## src/rtl/uart_tx_pkg.sv

```systemverilog
// rtl/uart_tx_pkg.sv - shared types for the UART transmitter
//   state_t : transmitter FSM states (2-bit, IDLE=0, START=1, DATA=2, STOP=3)
//   BITS    : data bits per frame
package uart_tx_pkg;

  typedef enum logic [1:0] {
    S_IDLE  = 2'd0,
    S_START = 2'd1,
    S_DATA  = 2'd2,
    S_STOP  = 2'd3
  } state_t;

  localparam int BITS = 8;

endpackage

```

## src/rtl/uart_tx_fifo.sv

```systemverilog
// rtl/uart_tx_fifo.sv - synchronous FIFO feeding the UART serialiser
//   clk, rst        : clock, synchronous active-high reset
//   push, din       : write request and data (ignored when full)
//   pop, dout       : read request (ignored when empty), head of queue (combinational)
//   full, empty     : occupancy flags derived from count
//   count           : entries held, AW+1 bits so DEPTH is representable
module sync_fifo #(
  parameter int WIDTH = 8,
  parameter int DEPTH = 8,
  parameter int AW    = 3
) (
  input  logic             clk,
  input  logic             rst,
  input  logic             push,
  input  logic [WIDTH-1:0] din,
  input  logic             pop,
  output logic [WIDTH-1:0] dout,
  output logic             full,
  output logic             empty,
  output logic [AW:0]      count
);

  logic [WIDTH-1:0] mem [DEPTH];
  logic [AW-1:0]    wr_ptr;
  logic [AW-1:0]    rd_ptr;
  logic             do_push;
  logic             do_pop;

  // Flags come from the pre-edge count, so a pop on the same edge never
  // frees room for a write that arrives while full.
  assign full    = (count == (AW+1)'(DEPTH));
  assign empty   = (count == '0);
  assign do_push = push && !full;
  assign do_pop  = pop && !empty;
  assign dout    = mem[rd_ptr];

  always_ff @(posedge clk) begin
    if (do_push) begin
      mem[wr_ptr] <= din;
    end
  end

  always_ff @(posedge clk) begin
    if (rst) begin
      wr_ptr <= '0;
      rd_ptr <= '0;
      count  <= '0;
    end else begin
      if (do_push) begin
        wr_ptr <= wr_ptr + AW'(1);
      end
      if (do_pop) begin
        rd_ptr <= rd_ptr + AW'(1);
      end
      case ({do_push, do_pop})
        2'b10:   count <= count + (AW+1)'(1);
        2'b01:   count <= count - (AW+1)'(1);
        default: count <= count;
      endcase
    end
  end

endmodule

```

## src/rtl/uart_tx.sv

```systemverilog
// rtl/uart_tx.sv - 8N1 UART transmitter with write FIFO
//   clk, rst     : clock, synchronous active-high reset
//   wr, wdata    : push one byte per asserted cycle
//   full, empty  : FIFO occupancy flags
//   count        : bytes queued, not counting the one being shifted
//   busy         : frame in progress
//   overflow     : sticky, set when a write hit a full FIFO
//   tx           : registered serial output, idle high, LSB first
module uart_tx
  import uart_tx_pkg::*;
#(
  parameter int DIV   = 16,
  parameter int DEPTH = 8,
  parameter int AW    = 3
) (
  input  logic          clk,
  input  logic          rst,
  input  logic          wr,
  input  logic [7:0]    wdata,
  output logic          full,
  output logic          empty,
  output logic [AW:0]   count,
  output logic          busy,
  output logic          overflow,
  output logic          tx
);

  localparam int CW = (DIV > 2) ? $clog2(DIV) : 1;

  state_t         state;
  logic [CW-1:0]  cnt;
  logic [2:0]     bitn;
  logic [7:0]     sh;
  logic [7:0]     dout;
  logic           pop;
  logic           last_tick;

  assign last_tick = (cnt == CW'(DIV - 1));
  assign busy      = (state != S_IDLE);

  // The FIFO head is consumed exactly when the FSM launches a start bit:
  // from IDLE immediately, or at the end of a stop bit for back-to-back frames.
  assign pop = !empty && ((state == S_IDLE) || (state == S_STOP && last_tick));

  sync_fifo #(
    .WIDTH (8),
    .DEPTH (DEPTH),
    .AW    (AW)
  ) u_fifo (
    .clk   (clk),
    .rst   (rst),
    .push  (wr),
    .din   (wdata),
    .pop   (pop),
    .dout  (dout),
    .full  (full),
    .empty (empty),
    .count (count)
  );

  always_ff @(posedge clk) begin
    if (rst) begin
      state    <= S_IDLE;
      cnt      <= '0;
      bitn     <= '0;
      sh       <= '0;
      tx       <= 1'b1;
      overflow <= 1'b0;
    end else begin
      if (wr && full) begin
        overflow <= 1'b1;
      end
      unique case (state)
        S_IDLE: begin
          tx <= 1'b1;
          if (!empty) begin
            sh    <= dout;
            cnt   <= '0;
            tx    <= 1'b0;
            state <= S_START;
          end
        end
        S_START: begin
          if (last_tick) begin
            cnt   <= '0;
            tx    <= sh[0];
            bitn  <= '0;
            state <= S_DATA;
          end else begin
            cnt <= cnt + CW'(1);
          end
        end
        S_DATA: begin
          if (last_tick) begin
            cnt <= '0;
            if (bitn == 3'(BITS - 1)) begin
              tx    <= 1'b1;
              state <= S_STOP;
            end else begin
              // sh[0] is the bit on the line; sh[1] is the next one out.
              sh   <= {1'b0, sh[7:1]};
              tx   <= sh[1];
              bitn <= bitn + 3'd1;
            end
          end else begin
            cnt <= cnt + CW'(1);
          end
        end
        S_STOP: begin
          if (last_tick) begin
            cnt <= '0;
            if (!empty) begin
              sh    <= dout;
              tx    <= 1'b0;
              state <= S_START;
            end else begin
              state <= S_IDLE;
            end
          end else begin
            cnt <= cnt + CW'(1);
          end
        end
      endcase
    end
  end

endmodule
```

## config.mk

```make
export PLATFORM = sky130hd
export DESIGN_NAME = uart_tx
export DESIGN_NICKNAME = d
export VERILOG_FILES = /design/src/rtl/uart_tx_pkg.sv /design/src/rtl/uart_tx_fifo.sv /design/src/rtl/uart_tx.sv
export SDC_FILE = /design/constraint.sdc
export NUM_CORES = 1
export LEC_CHECK = 0
export CORE_ASPECT_RATIO = 0.6
export CORE_MARGIN = 1.5
export CORE_UTILIZATION = 55
export CTS_CLUSTER_SIZE = 24
export DETAILED_ROUTE_END_ITERATION = 8
export GPL_ROUTABILITY_DRIVEN = 0
export PLACE_DENSITY = 0.74
export SLEW_MARGIN = 40
export SYNTH_ARGS = -nofsm -noshare
export SYNTH_HDL_FRONTEND = slang
export SYNTH_HIERARCHICAL = 1
export SYNTH_SLANG_ARGS = --single-unit
```

## constraint.sdc

```tcl
create_clock -name clk -period 4.65 [get_ports clk]
set_input_delay 0.93 -clock clk [delete_from_list [all_inputs] [get_ports clk]]
set_output_delay 0.93 -clock clk [all_outputs]
set_load 0.01 [all_outputs]
```

==> results of run 1 <==
==> layout by cell type, fill, tap and decap left out, types with 2 or more instances in the layout <==
cell type	instances
edfxtp_1	64
dfxtp_1	31
nor2_1	24
clkdlybuf4s50_1	18
a21oi_1	16
mux2_2	16
ha_1	16
mux4_1	15
mux2i_1	11
clkbuf_16	10
nand2_1	9
inv_1	8
nand2b_1	7
nor2b_1	7
nand3_1	6
and2b_2	5
xor2_1	5
o21ai_0	4
o31ai_1	3
o2111ai_1	3
clkbuf_4	3
clkbuf_1	3
buf_4	3
nor2_2	3
and2_1	2
o2bb2ai_1	2
a221oi_1	2
a31oi_1	2
and2b_1	2
or3_1	2
==> critical path, stage by stage, from the launching register on <==
cell,delay [ps]
dfxtp_1,400
or4b_4,590
inv_1,120
clkdlybuf4s50_1,550
==> cells in the mapped netlist, types with 2 or more instances <==
master / instances
nor3_1: 2
buf_2: 2
nand2b_1: 7
mux2i_1: 11
mux2_2: 16
or3_1: 2
nor2_1: 27
a21oi_1: 16
xor2_1: 5
a221oi_1: 2
nand2_1: 9
clkbuf_1: 4
buf_6: 4
o2bb2ai_1: 2
nor2b_1: 7
o31ai_1: 3
inv_1: 8
edfxtp_1: 64
nand3_1: 6
dfxtp_1: 32
and2_1: 2
o21ai_0: 4
a31oi_1: 2
and2b_1: 2
mux4_1: 15
o2111ai_1: 3
and2b_2: 5
ha_1: 16
==> layout make-up <==
type	count	area share, %
repair buffers	22	4.24
well taps	104	2.66
inverters	8	0.613
flip-flops and latches	96	52.3
clock buffers	16	5.80
multi-input cells	182	34.4
==> cells by family after synthesis <==
group	count (synthesis)	synth area share, %
AO/OA/AOI/OAI	39	6.44
XOR/XNOR	6	1.20
adder cells (fa/ha/maj)	16	4.58
buffers and inverters	21	3.12
flip-flops	96	58.6
multiplexers	44	16.5
AND/OR/NAND/NOR	77	9.53
==> layer usage <==
| layer | vias up | GRT usage, % | share of wire [%] |
|---|---|---|---|
| li1 | 1182 | - | - |
| met1 | 1190 | 29.6 | 51 |
| met2 | 58 | 29.2 | 42 |
| met3 | 8 | 6.13 | 5.9 |
| met4 | 0 | 7.45 | 0.87 |
| met5 | - | 0 | 0 |
==> sequential cells by signal (all words and copies together), names as in the netlist, 2 cells and up, named ones only <==
signal,cells
u_fifo/mem,64
sh,8
cnt,4
u_fifo/count,4
bitn,3
u_fifo/rd_ptr,3
u_fifo/wr_ptr,3
state,2
==> report_power, final <==
part,internal [mW],switching (mW),total [mW]
Clock,0.414,0.278,0.691
Combinational,0.418,0.398,0.817
Sequential,1.02,0.104,1.12
Total,1.85,0.780,2.63
==> stage by stage <==
step / power (mW) / utilization (%) / cell area, um^2 / std cells
after floorplan: 1.74 / - / 4370 / 299
after global placement: 1.92 / 61.6 / 4610 / 412
after detailed placement: 1.95 / 61.7 / 4610 / 412
after CTS: 2.65 / 65.5 / 4900 / 428
after global routing: 2.78 / 65.5 / 4900 / 428
final: 2.63 / 65.5 / 4900 / 428
==> worst max-delay path by stage <==
stage | startpoint | endpoint | cells past startpoint
2_1_floorplan | u_fifo/count[1]$_SDFFE_PP0P_ | u_fifo/count[3]$_SDFFE_PP0P_ | 9
3_3_place_gp | wr | u_fifo/count[3]$_SDFFE_PP0P_ | 6
3_5_place_dp | wr | u_fifo/count[3]$_SDFFE_PP0P_ | 6
4_1_cts | cnt[0]$_SDFFE_PP0P_ | u_fifo/count[3]$_SDFFE_PP0P_ | 9
5_1_grt | cnt[0]$_SDFFE_PP0P_ | u_fifo/count[2]$_SDFFE_PP0P_ | 12
6_report | u_fifo/count[1]$_SDFFE_PP0P_ | full | 3
==> metrics.yaml, run 1 <==
clock_tree:
  cts_max_path_buffers: 2
  worstSkewPairLatency_ps: 340
  post_cts_buffers: 0
  cts_buffers: 9
  clkTransAtPathRegs_ps: 60
  cts-root-buf: "clkbuf_16"
  cts_tree: "done"
  ctsResizeCount: 0
  cts.sinks: 96
  cts_hold_buf: 0
  h-tree-depth: 3
final_layout:
  area_growth_pct: 12.1
  seq_area_um2: 2560
  multi_input_area_um2: 1680
  drive_gt1_share_pct: 16.4
  fill_cells: 540
  fin_nets: 346
  n_antenna_cell: 0
timing:
  rsz0062_at_grt: "false"
  fin_crit_sh_pct: 63.2
  fin_tns_setup_ps: 0
  whs_ps: 496
  hold_violations: 0
  tightest_slew_ps: 785
  slew_headroom_pct: 47.4
  max_freq_mhz: 340
  setup_viol: 0
  finClkSkew_ps: 8.01
  report.final.slew_viol_count: 0
  min_period_ps: 2940
  worst_slack_ps: 1710
min_path:
  min_from: "bitn[0]$_SDFFE_PP0P_"
  hp-class: "register to register"
  hold_path_end: "bitn[0]$_SDFFE_PP0P_"
  hold_depth: 2
worst_setup_path:
  critical_path_arrival_ps: 2010
  cp-end-kind: "output port"
  crit_type: "register to output port"
  cp.required_ps: 3720
  rr_worst_depth: 9
  r2r_end: "u_fifo/count[3]$_SDFFE_PP0P_"
  reg2reg_from: "cnt[0]$_SDFFE_PP0P_"
  ff2ff_setup_slack_ps: 1720
  start_kind: "register"
  crit_fanout: 9
logic_synthesis:
  synth_top_area_share_pct: 44.0
  avgSynthCellArea_um2: 14.6
  yosysUniqueCellTypes: 49
  netlist_area_um2: 4370
  synth_edf_count: 64
  ys_ff_latch: 96
  synth_area_leaders: "edfxtp_1 (44%), dfxtp_1 (15%), mux4_1 (9.0%), ha_1 (4.6%), mux2_2 (4.1%)"
  postSynth.asyncResetShare_pct: 0
  ys.flop_type: "edfxtp_1"
  yosysTopAreaCell: "edfxtp_1"
  yosysSeqAreaShare_pct: 58.6
  synth_cells: 299
  syn-num-nets: 326
  yosysWarnings: 6
drt:
  drtPass1Iterations: 4
  wl_per_cell_um: 18.3
  vias: 2438
  wirelength_um: 7820
  remaining_drc_errors: 0
  drtAntennaViolNets: 0
  drtIter0Drc: 183
  avgViaCountPerCell: 5.70
die:
  io-pin-count: 20
  die_area_um2: 8510
  die_width_um: 118
  core-area_um2: 7480
  start_util_pct: 58.5
  rows: 24
  die_h_um: 72.1
placed_design:
  numPortBuffers: 19
  hpwl_um: 5320
  pre_cts_slack_ps: 1590
power_and_ir_drop:
  pwr_density_cell_nw_per_um2: 537
  leakage_nw: 1.74
  ir_drop_mv: 0.305
status:
  status: "finished, final reports clean"
global_routing:
  grt_pass1_vias: 2422
  grt_pass1_wl_um: 12800
  overflow: 0
  grt_max_degree: 29
  antenna_found_initial: 0
  grtUsageTotal_pct: 20.4
job:
  drv_cap: 0
(Power assumes the default switching activity.)
==> run 2, diff against run 1 <==
--- a/config.mk
+++ b/config.mk
@@ -7,11 +7,11 @@
 export LEC_CHECK = 0
 export CORE_ASPECT_RATIO = 0.6
 export CORE_MARGIN = 1.5
-export CORE_UTILIZATION = 55
+export CORE_UTILIZATION = 54
 export CTS_CLUSTER_SIZE = 24
 export DETAILED_ROUTE_END_ITERATION = 8
 export GPL_ROUTABILITY_DRIVEN = 0
-export PLACE_DENSITY = 0.74
+export PLACE_DENSITY = 0.75
 export SLEW_MARGIN = 40
 export SYNTH_ARGS = -nofsm -noshare
 export SYNTH_HDL_FRONTEND = slang
==> constraint.sdc (replaced) <==
create_clock -name clk -period 2.6 [get_ports clk]
set_input_delay 0.52 -clock clk [delete_from_list [all_inputs] [get_ports clk]]
set_output_delay 0.52 -clock clk [all_outputs]
set_load 0.01 [all_outputs]
==> run 2 against run 1 <==
Compared with the run above: sequential share of layout area fell by 1.5 points; via count rose by 2.1%; setup slack got worse by 1600 ps; die area rose by 1.8%; combinational power rose by 100%; design area rose by 3.2%; sequential power rose by 76%; register-to-register slack got worse by 1600 ps; cell count rose by 4.9%; clock skew rose by 2.1 ps; highest routed layer unchanged.
==> metrics.yaml, run 2 (same netlist as run 1, synthesis figures left out) <==
power_and_ir_drop:
  p_switching_mw: 1.49
  intPower_mw: 3.32
  seq_power_share_pct: 41.0
  p_comb_share_pct: 33.9
  pwr_density_cell_nw_per_um2: 951
  ir_drop_mv: 0.561
  pwr-share-clk_pct: 25.1
  swShare_pct: 31.0
  leakage_nw: 1.82
drt:
  wirelength_um: 7750
  dr_wl_met2_um: 3570
  drtIter0Drc: 179
  drt-met1-wl_um: 3790
  avgViaCountPerCell: 5.54
  wl_per_cell_um: 17.3
  highest_layer: "met4"
  drtPass1Iterations: 4
  vias: 2489
  wl_met3_um: 329
  remaining_drc_errors: 0
  drtAntennaViolNets: 0
job:
  drv_cap: 0
die:
  start_util_pct: 55.7
  rows: 25
  io-pin-count: 20
  die_width_um: 119
  die_h_um: 72.7
  core-area_um2: 7850
  die_area_um2: 8660
clock_tree:
  cts-root-buf: "clkbuf_16"
  worstSkewPairLatency_ps: 340
  cts_max_path_buffers: 2
  cts.sinks: 96
  clkTransAtPathRegs_ps: 60
  post_cts_buffers: 0
  cts_hold_buf: 0
  cts_buffers: 9
  cts_tree: "done"
  h-tree-depth: 3
worst_setup_path:
  cp.required_ps: 2080
  cp-startpoint: "u_fifo/count[0]$_SDFFE_PP0P_"
  critical_path_arrival_ps: 1980
  crit_type: "register to output port"
  start_kind: "register"
  reg2reg_from: "cnt[0]$_SDFFE_PP0P_"
  cp-end-kind: "output port"
  crit_fanout: 8
final_layout:
  final_common_cell: "edfxtp_1"
  final_cell_mix: "edfxtp_1 (64), dfxtp_1 (28), nor2_1 (27)"
  largestRegisters: "u_fifo/mem: 64 flops, sh: 8 flops"
  finalCoreUtilization_pct: 64.4
  drive_gt1_share_pct: 21.7
  top_register: "u_fifo/mem"
  area_growth_pct: 15.7
  fin_nets: 363
  stdcell_count: 449
  largest_reg_flops: 64
  n_antenna_cell: 0
timing:
  min_period_ps: 2500
  fin_crit_sh_pct: 96.3
  hold_violations: 0
  report.final.slew_viol_count: 0
  tightest_slew_ps: 690
  slew_headroom_pct: 54.0
  max_freq_mhz: 399
  worst_slack_ps: 96.6
  setup_viol: 0
  finClkSkew_ps: 10.1
placed_design:
  pre_cts_slack_ps: -31.9
  place_inst: 433
  hpwl_um: 5180
  numPortBuffers: 19
global_routing:
  grt_pass1_vias: 2308
  overflow: 0
  grt_max_degree: 23
  antenna_found_initial: 0
  grt_pass1_wl_um: 12100
  grtUsageTotal_pct: 19.4
min_path:
  min_from: "sh[7]$_SDFFE_PP0P_"
  hp-class: "register to register"
status:
  status: "finished, final reports clean"
[run 2: cell types whose count changed in the layout (fill, tap and decap cells not counted), sizes merged]
| cell | delta |
|---|---|
| inv | +2 |
| clkinv | +3 |
| buf | +16 |
| clkbuf | -5 |
| clkdlybuf4s50 | +1 |
[run 2: area by class of cell]
class,count,area [um^2]
Fill cell,576,2800
Clock buffer,11,233
Timing Repair Buffer,39,340
Tap cell,108,135
Clock inverter,5,41.3
Inverter,8,30.0
Multi-Input combinational cell,182,1710
Sequential cell,96,2570
[run 2: final timing paths]
path                            slack [ps]                      endpoint  cells past startpoint
worst max-delay path                   100                          full                      3
worst min-delay path                   480            sh[7]$_SDFFE_PP0P_                      2
worst max register to register         120  u_fifo/count[3]$_SDFFE_PP0P_                      9
worst min register to register         480            sh[7]$_SDFFE_PP0P_                      2
[run 2: layer usage]
metal  track usage, %  vias to the layer above
met5                0                        -
met4             4.42                        0
met3             6.33                        9
met2             29.9                       58
met1             27.2                     1207
li1                 -                     1215
[run 2: critical path, cell delays in order (launching register included)]
cell and delay, ps:
dfxtp_1 400, or4b_4 610, inv_1 100, clkdlybuf4s50_1 540
[run 2: timing repair]
item,in CTS,in global routing
resized for setup,2,8
setup endpoints to repair,2,2
pin swaps,0,0
[run 2: power groups by stage]
| stage | Combinational [mW] | Clock (mW) | Sequential (mW) |
|---|---|---|---|
| floorplan | 1.15 | 0 | 1.96 |
| CTS | 1.62 | 1.24 | 1.96 |
| global placement | 1.54 | 0 | 1.98 |
| finish | 1.63 | 1.21 | 1.97 |
| global route | 1.77 | 1.29 | 1.99 |
| detailed placement | 1.59 | 0 | 1.99 |
[run 2: stage by stage]
step | power (mW) | TNS [ps] | hold WS, ps | instance area, um^2
final | 4.81 | 0 | 481 | 5050
after detailed placement | 3.58 | -31.9 | 468 | 4750
after global routing | 5.06 | -16.9 | 510 | 5050
after CTS | 4.82 | 0 | 479 | 5030
after floorplan | 3.12 | 0 | 448 | 4380
after global placement | 3.52 | 0 | 456 | 4750
